[config.mk]
export PLATFORM = sky130hd
export DESIGN_NAME = codec_serial_intf
export DESIGN_NICKNAME = d
export VERILOG_FILES = /design/src/rtl/codec_serial_intf.sv
export SDC_FILE = /design/constraint.sdc
export NUM_CORES = 1
export LEC_CHECK = 0
export ABC_CLOCK_PERIOD_IN_PS = 2300
export CAP_MARGIN = 15
export CORE_UTILIZATION = 30
export DETAILED_ROUTE_END_ITERATION = 12
export PLACE_DENSITY = 0.58
export SLEW_MARGIN = 20
export SYNTH_ARGS = -nofsm -noshare
export SYNTH_HDL_FRONTEND = slang
export SYNTH_SLANG_ARGS = --single-unit
[constraint.sdc]
create_clock -name clk -period 2.3 [get_ports clk]
set_input_delay 0.575 -clock clk [delete_from_list [all_inputs] [get_ports clk]]
set_output_delay 0.575 -clock clk [all_outputs]
set_load 0.02 [all_outputs]
[src/rtl/codec_serial_intf.sv]
// Purpose : I2S serial port to a CS4272 CODEC. Derives MCLK/SCLK/LRCLK from clk,
//           drives the CODEC reset, deserializes SDout and serializes SDin.
// Latency : last right-channel bit sampled -> vld one clk later; samples captured
//           at vld are transmitted in the following frame.
// Backpr. : none; one vld per 2^CNT_W clk, consumer must take the strobe.
// Ports   : clk/rst (sync, active high); MCLK/SCLK/LRCLK/RSTn/SDin to the CODEC,
//           SDout from it; lft_out/rht_out in, lft_in/rht_in/vld out.
// Option  : define CODEC_LOOPBACK_EN to feed received samples back to the DAC.
module codec_serial_intf #(
    parameter int DATA_W = 16,
    parameter int CNT_W  = 10
) (
    input  logic              clk,
    input  logic              rst,
    output logic              MCLK,
    output logic              SCLK,
    output logic              LRCLK,
    output logic              RSTn,
    input  logic              SDout,
    output logic              SDin,
    input  logic [DATA_W-1:0] lft_out,
    input  logic [DATA_W-1:0] rht_out,
    output logic [DATA_W-1:0] lft_in,
    output logic [DATA_W-1:0] rht_in,
    output logic              vld
);
    // 16 clk per bit slot, so a half-frame holds 2^(CNT_W-5) slots.
    localparam int SLOT_W = CNT_W - 5;

    logic [CNT_W-1:0]  cnt_q, cnt_d;
    logic              rstn_q, rstn_d;
    logic [1:0]        frm_q, frm_d;
    logic [DATA_W-1:0] rx_l_q, rx_l_d, rx_r_q, rx_r_d, hold_l_q, hold_l_d;
    logic [DATA_W-1:0] lft_in_q, lft_in_d, rht_in_q, rht_in_d;
    logic              vld_q, vld_d;
    logic [DATA_W-1:0] txb_l_q, txb_l_d, txb_r_q, txb_r_d;
    logic [DATA_W-1:0] tx_sh_q, tx_sh_d;
    logic              sdin_q, sdin_d;

    logic [SLOT_W-1:0] slot;
    logic              lr, sclk_rise, sclk_fall, wrap, rload, rx_slot, tx_slot, last_slot;
    logic [DATA_W-1:0] tx_src_l, tx_src_r;

    assign slot      = cnt_q[CNT_W-2:4];
    assign lr        = cnt_q[CNT_W-1];
    assign sclk_rise = (cnt_q[3:0] == 4'd7);
    assign sclk_fall = (cnt_q[3:0] == 4'd15);
    assign wrap      = (cnt_q == {CNT_W{1'b1}});
    assign rload     = (cnt_q == {1'b0, {(CNT_W-1){1'b1}}});
    assign rx_slot   = (slot >= SLOT_W'(1)) && (slot <= SLOT_W'(DATA_W));
    assign last_slot = (slot == SLOT_W'(DATA_W));
    // Bit for slot k is driven on the fall of slot k-1, i.e. slots 0..DATA_W-1.
    assign tx_slot   = (slot < SLOT_W'(DATA_W));

`ifdef CODEC_LOOPBACK_EN
    // In the vld cycle lft_in/rht_in already hold the newly received pair.
    assign tx_src_l = lft_in_q;
    assign tx_src_r = rht_in_q;
    logic unused_tx_ports;
    assign unused_tx_ports = ^{lft_out, rht_out};
`else
    assign tx_src_l = lft_out;
    assign tx_src_r = rht_out;
`endif

    always_comb begin
        cnt_d    = cnt_q + 1'b1;
        rstn_d   = rstn_q | wrap;
        frm_d    = frm_q;
        rx_l_d   = rx_l_q;
        rx_r_d   = rx_r_q;
        hold_l_d = hold_l_q;
        lft_in_d = lft_in_q;
        rht_in_d = rht_in_q;
        vld_d    = 1'b0;
        txb_l_d  = txb_l_q;
        txb_r_d  = txb_r_q;
        tx_sh_d  = tx_sh_q;
        sdin_d   = sdin_q;

        // Frame counter only runs once the CODEC is out of reset; saturates at 3.
        if (wrap && rstn_q && frm_q != 2'd3)
            frm_d = frm_q + 2'd1;

        if (sclk_rise && rx_slot) begin
            if (!lr) rx_l_d = {rx_l_q[DATA_W-2:0], SDout};
            else     rx_r_d = {rx_r_q[DATA_W-2:0], SDout};
        end

        // The final bit is folded in directly so completion needs no extra cycle.
        if (sclk_rise && last_slot && !lr)
            hold_l_d = {rx_l_q[DATA_W-2:0], SDout};

        // First two frames after RSTn rises let the CODEC settle; no strobe.
        if (sclk_rise && last_slot && lr && frm_q >= 2'd2) begin
            vld_d    = 1'b1;
            lft_in_d = hold_l_q;
            rht_in_d = {rx_r_q[DATA_W-2:0], SDout};
        end

        if (vld_q) begin
            txb_l_d = tx_src_l;
            txb_r_d = tx_src_r;
        end

        // One shifter serves both halves: left loads at end of frame, right at
        // mid-frame; a load wins over a shift landing on the same edge.
        if (wrap)
            tx_sh_d = txb_l_q;
        else if (rload)
            tx_sh_d = txb_r_q;
        else if (sclk_fall && tx_slot)
            tx_sh_d = {tx_sh_q[DATA_W-2:0], 1'b0};

        if (sclk_fall)
            sdin_d = tx_slot ? tx_sh_q[DATA_W-1] : 1'b0;
    end

    always_ff @(posedge clk) begin
        if (rst) begin
            cnt_q    <= '0;
            rstn_q   <= 1'b0;
            frm_q    <= 2'd0;
            rx_l_q   <= '0;
            rx_r_q   <= '0;
            hold_l_q <= '0;
            lft_in_q <= '0;
            rht_in_q <= '0;
            vld_q    <= 1'b0;
            txb_l_q  <= '0;
            txb_r_q  <= '0;
            tx_sh_q  <= '0;
            sdin_q   <= 1'b0;
        end else begin
            cnt_q    <= cnt_d;
            rstn_q   <= rstn_d;
            frm_q    <= frm_d;
            rx_l_q   <= rx_l_d;
            rx_r_q   <= rx_r_d;
            hold_l_q <= hold_l_d;
            lft_in_q <= lft_in_d;
            rht_in_q <= rht_in_d;
            vld_q    <= vld_d;
            txb_l_q  <= txb_l_d;
            txb_r_q  <= txb_r_d;
            tx_sh_q  <= tx_sh_d;
            sdin_q   <= sdin_d;
        end
    end

    assign MCLK   = cnt_q[1];
    assign SCLK   = cnt_q[3];
    assign LRCLK  = cnt_q[CNT_W-1];
    assign RSTn   = rstn_q;
    assign SDin   = sdin_q;
    assign lft_in = lft_in_q;
    assign rht_in = rht_in_q;
    assign vld    = vld_q;
endmodule

==> impl_metrics.toml <==
[floorplanning]
initial_core_util_pct = 31.1
core_mm2 = 0.0175
dieArea_mm2 = 0.0187
ios = 73
die_w_um = 137
die_height_um = 137
rows = 48

[logic_synthesis]
syn-num-nets = 578
synth_area_per_cell_um2 = 10.1
ys_ff_latch = 141
netlist_area_mm2 = 0.00546
yosysWarnings = 0
synthCells = 540
ys_seq_area_share_pct = 51.7
ys_types = 38

[final_layout]
layout.nets = 644
register_area_mm2 = 0.00282
layout-drive-gt1-share_pct = 9.74
multi_input_area_mm2 = 0.00245
final_cells = 841
area_growth_pct = 28.1
fin_util_pct = 39.9
antenna_cells = 0
num-fill-cells = 1706

[global_routing]
grt_pass1_vias = 3847
grt_first_pass_wirelength_um = 18500
globalRouteOverflowTotal = 0
grt_use_total_pct = 13.0
antenna_found_initial = 0
grt_max_degree = 63

[worst_hold_path]
hold_class = "reg2reg"

[cts]
clock_latency_ps = 420
cts_num_sinks = 141
cts_htree_levels = 4
cts_tree = "yes"
ctsHoldBuffers = 0
numCtsBuffers = 17
cts_setup_buffers = 0
max-clock-path-buffers = 2
ctsResizeCount = 0
cts-root-buf = "clkbuf_16"
path_clk_slew_ps = 60

[power]
intPower_uw = 4420
p_sw_share_pct = 19.4
ir_worst_vdd_uv = 572
p_sw_uw = 1060
seq_power_share_pct = 44.7
combPwrFrac_pct = 2.4
p_clk_share_pct = 53.0
powerDensity_mw_per_mm2 = 785
cellLeakagePower_uw = 0.00255

[critical_path]
slowest_delay_ps = 660
crit_required_ps = 1730
start_kind = "register"
worstPathArrival_ps = 1550
worstPathCellList = "clkdlybuf4s50_1"
critPathMaxFanout = 8
cp-end-kind = "output pin"
worst-path-buf-inv = 1
cpMaxStageDelayCell = "clkdlybuf4s50_1"
cpLargestDelayFamily = "buffers and inverters"
critPathKind = "reg2out"

[sta]
fin_crit_ps = 2120
fmax_mhz = 472
fin_setup_tns_ps = 0
max_slew_margin_pct = 57.6
final_hold_viol_count = 0
finalCritPeriodShare_pct = 92.2
worst_pin_slew_ps = 636
finClkSkew_ps = 8.35
whs_ps = 450
final-max-slew-violation-count = 0
setup_viol = 0
rsz0062_at_grt = "no"

[placed_design]
gp_congestion = 0.741
io_buffers = 72
hpwl_um = 7440
placed_cells_incl_taps = 812

[detailed_routing]
num_vias = 3852
dr.pass1.iters = 4
drt-wirelength-per-cell_um = 13.4
drt_wl_total_um = 11200
drc = 0
ant_nets = 0
avgViaCountPerCell = 4.58
first_iter_violations = 183

[run_status]
outcome = "completed"

[run]
cap_violations = 0
kinds of logic after synthesis:
family / count (synthesis) / synth area share [%]
DFF: 141 / 51.7
buffers and inverters: 37 / 3.57
adders and majority gates: 3 / 0.688
and+or+nand+nor: 183 / 15.6
muxes: 109 / 20.3
xor gates and xnor gates: 8 / 1.28
AOI/OAI and AO/OA: 59 / 6.83
worst reg2reg max path: stages, from the launching register on:
cell and delay [ps]:
dfxtp_1 340, buf_4 240, nor4bb_1 480, and2_1 190
buf_4 260, mux2i_1 240
cell usage after synthesis, drive strengths merged:
cell     number  area (µm²)
ha            3        37.5
mux2         15         169
nand2        69         259
o2bb2ai      15         131
clkbuf       20        75.1
nor4bb        1        10.0
and2          2        12.5
and4          2        18.8
buf          15         113
and4b         1        10.0
or3           2        12.5
o2111a        1        11.3
nand3         4        25.0
dfxtp       141        2820
nor4          2        27.5
o21ai         2        10.0
nor2b         2        12.5
nand2b       32         200
o22a          1        8.76
o31ai         1        7.51
o2111ai       2        17.5
a31oi         1        6.26
a21oi        36         180
xor2          2        17.5
mux2i        94         941
nor2         60         225
inv           2        7.51
xnor2         6        52.6
nor3          1        5.00
and3          1        6.26
nand4         2        12.5
nand3b        2        15.0
cells in the final DEF, fill, tap and decap left out, drive strengths merged, types with 4 or more instances in the layout:
cell / synthesis / routed
nand2b: 32 / 32
nand3: 4 / 4
nand2: 69 / 69
a21oi: 36 / 36
nor2: 60 / 60
xnor2: 6 / 6
mux2i: 94 / 94
dfxtp: 141 / 141
mux2: 15 / 15
o2bb2ai: 15 / 15
bufinv: 0 / 5
clkdlybuf4s50: 0 / 71
buf: 15 / 11
clkbuf: 20 / 18
state kept, by name (all words and copies together) (netlist names), 15 cells and up:
signal and flops:
lft_in 16, tx_sh_q 16, rx_r_q 15, hold_l_q 16, txb_r_q 16, rx_l_q 15, txb_l_q 16, rht_in 16
per-layer routing:
layer	track usage, %	up-vias	part of all wire, %
met5	0	-	0
li1	-	1973	-
met4	4.95	0	0.79
met1	15.1	1803	46
met3	5.04	8	4.8
met2	21.5	68	49
through the flow:
step | total power [µW] | worst slack (ps) | instance area, µm²
6_report | 5490 | 179 | 6990
5_1_grt | 5690 | 99.7 | 6990
2_1_floorplan | 2550 | 465 | 5460
4_1_cts | 5560 | 143 | 6990
3_5_place_dp | 2640 | 365 | 6370
3_3_place_gp | 2630 | 474 | 6370
area by class of cell:
| cell class | count | share of cell area, % |
|---|---|---|
| clock buffers | 18 | 6.14 |
| multi-input cells | 362 | 35.0 |
| flip-flops and latches | 141 | 40.4 |
| repair buffers | 82 | 11.5 |
| clock inverters | 11 | 2.79 |
| inverters | 2 | 0.107 |
| well taps | 225 | 4.03 |
worst paths after layout:
kind	from	endpoint	slack, ps	depth (start not counted)
worst max-delay path	cnt_q[3]	SCLK	180	1
worst min-delay path	lft_in[9]	lft_in[9]	450	2
worst max register to register	cnt_q[9]	rx_l_q[14]	470	5
worst min register to register	lft_in[9]	lft_in[9]	450	2
power by group through the flow:
| stage | clock [µW] | sequential (µW) | combinational (µW) |
|---|---|---|---|
| after global placement | 0 | 2500 | 129 |
| final | 2910 | 2450 | 129 |
| after global routing | 3100 | 2450 | 138 |
| after floorplan | 0 | 2510 | 47.7 |
| after detailed placement | 0 | 2510 | 130 |
| after CTS | 2980 | 2450 | 130 |
No activity file was read; power rests on OpenSTA's default activity.
==> variant: new RTL, same settings <==
Add a define of `CODEC_LOOPBACK_EN`.
--- a/src/rtl/codec_serial_intf.sv
+++ b/src/rtl/codec_serial_intf.sv
@@ -6,6 +6,8 @@
 // Ports   : clk/rst (sync, active high); MCLK/SCLK/LRCLK/RSTn/SDin to the CODEC,
 //           SDout from it; lft_out/rht_out in, lft_in/rht_in/vld out.
 // Option  : define CODEC_LOOPBACK_EN to feed received samples back to the DAC.
+`define CODEC_LOOPBACK_EN
+
 module codec_serial_intf #(
     parameter int DATA_W = 16,
     parameter int CNT_W  = 10
Function: same outputs for any inputs over 10 cycles, from zero or initial values and one cycle with rst high; that may be too few to reach the edited logic, so the function may still have changed.
==> variant against the original RTL <==
- setup slack better by 0.038 ns
- non-clock buffer count down 32
- total power down 2.6%
- hold slack about the same
- sequential cell count unchanged
- design area down 4.6%
- final cell count down 7.1%
- routed wire length down 2.6%
- fmax up 1.8%
- global-route usage down 0.50 points
- first-iteration DRC count up 56%
- area after synthesis up 0.16%
==> variant: results (changes against the original RTL) <==
.. list-table::
   :header-rows: 1

   * - Metric
     - Value
   * - Run status
     - finished clean
   * - Compound-gate portion of the synthesized area
     - 4.80% (-2.0 points)
   * - Adder-cell share of the synthesized area
     - 0.686% (-0.0011 points)
   * - Layout filler cell count
     - 1764 (+3.4%)
   * - Vias
     - 3580 (-7.1%)
   * - Distinct cell type count of the synthesized netlist
     - 35 (-7.9%)
   * - Multiplexer share of the synthesized area
     - 23.2% (+2.9 points)
   * - Met2 Routed Length
     - 5.02 mm (-8.1%)
   * - Global Route met2 Usage
     - 19.2% (-2.3 points)
   * - Reported leakage power
     - 2.58 nW (+1.0%)
   * - Syn nets
     - 543 (-6.1%)
   * - Maximum clock skew at final layout
     - 0.00438 ns (-0.00397 ns)
   * - Commonest cells in the netlist
     - dfxtp_1, mux2i_1, nor2_1, nand2b_1, clkbuf_1
   * - Combinational power
     - 0.0709 mW (-45%)
   * - Net switching power
     - 1.06 mW (-0.62%)
   * - Instance count of the mapped netlist
     - 505 (-6.5%)
   * - Fraction of layout instances using a drive strength above 1
     - 11.2% (+1.5 points)
   * - Data arrival time at the worst-slack endpoint
     - 1.51 ns (-0.04 ns)
   * - First-pass GRT wire length
     - 17.7 mm (-4.3%)
   * - Post-Layout Cell Count
     - 781 (-7.1%)
   * - Maximum resistive drop on vdd
     - 0.549 mV (-4.1%)
   * - WL/cell
     - 14.0 um (+4.9%)
   * - Internal portion of total power
     - 4.29 mW (-3.0%)
   * - Placed cell areas
     - 6050 um^2 (-5.0%)
   * - DP Worst Slack
     - 0.390 ns (+0.0258 ns)
   * - Rel. slew slack
     - 34.3% (-23 points)
   * - Placer congestion estimate
     - 0.707 (-4.6%)
   * - Clk pwr
     - 2.82 mW (-3%)
==> variant: changes by cell type in the layout (fill, tap and decap cells not counted), sizes merged, moves of 2 or more <==
| cell | delta |
|---|---|
| nand2 | -66 |
| a21oi | -33 |
| clkdlybuf4s50 | -32 |
| nor2 | +20 |
| mux2i | +16 |
| nand3b | +15 |
| o21ai | +15 |
| clkbuf | +4 |
| and4 | -2 |
| bufinv | -2 |
==> variant: final timing paths <==
path                            slack (ns)      from           to
worst max-delay path                  0.22  cnt_q[3]         SCLK
worst min-delay path                  0.45  cnt_q[0]     cnt_q[0]
worst max register to register        0.38  cnt_q[1]  tx_sh_q[10]
worst min register to register        0.45  cnt_q[0]     cnt_q[0]
==> variant: layout make-up <==
cell class,instances,area [um^2],share of cell area [%]
clock buffer,22,484,7.26
clock inverter,10,136,2.04
inverter,3,11.3,0.169
multi-input combinational,326,2440,36.6
sequential,141,2820,42.3
tap,229,287,4.30
timing repair buffer,50,485,7.28
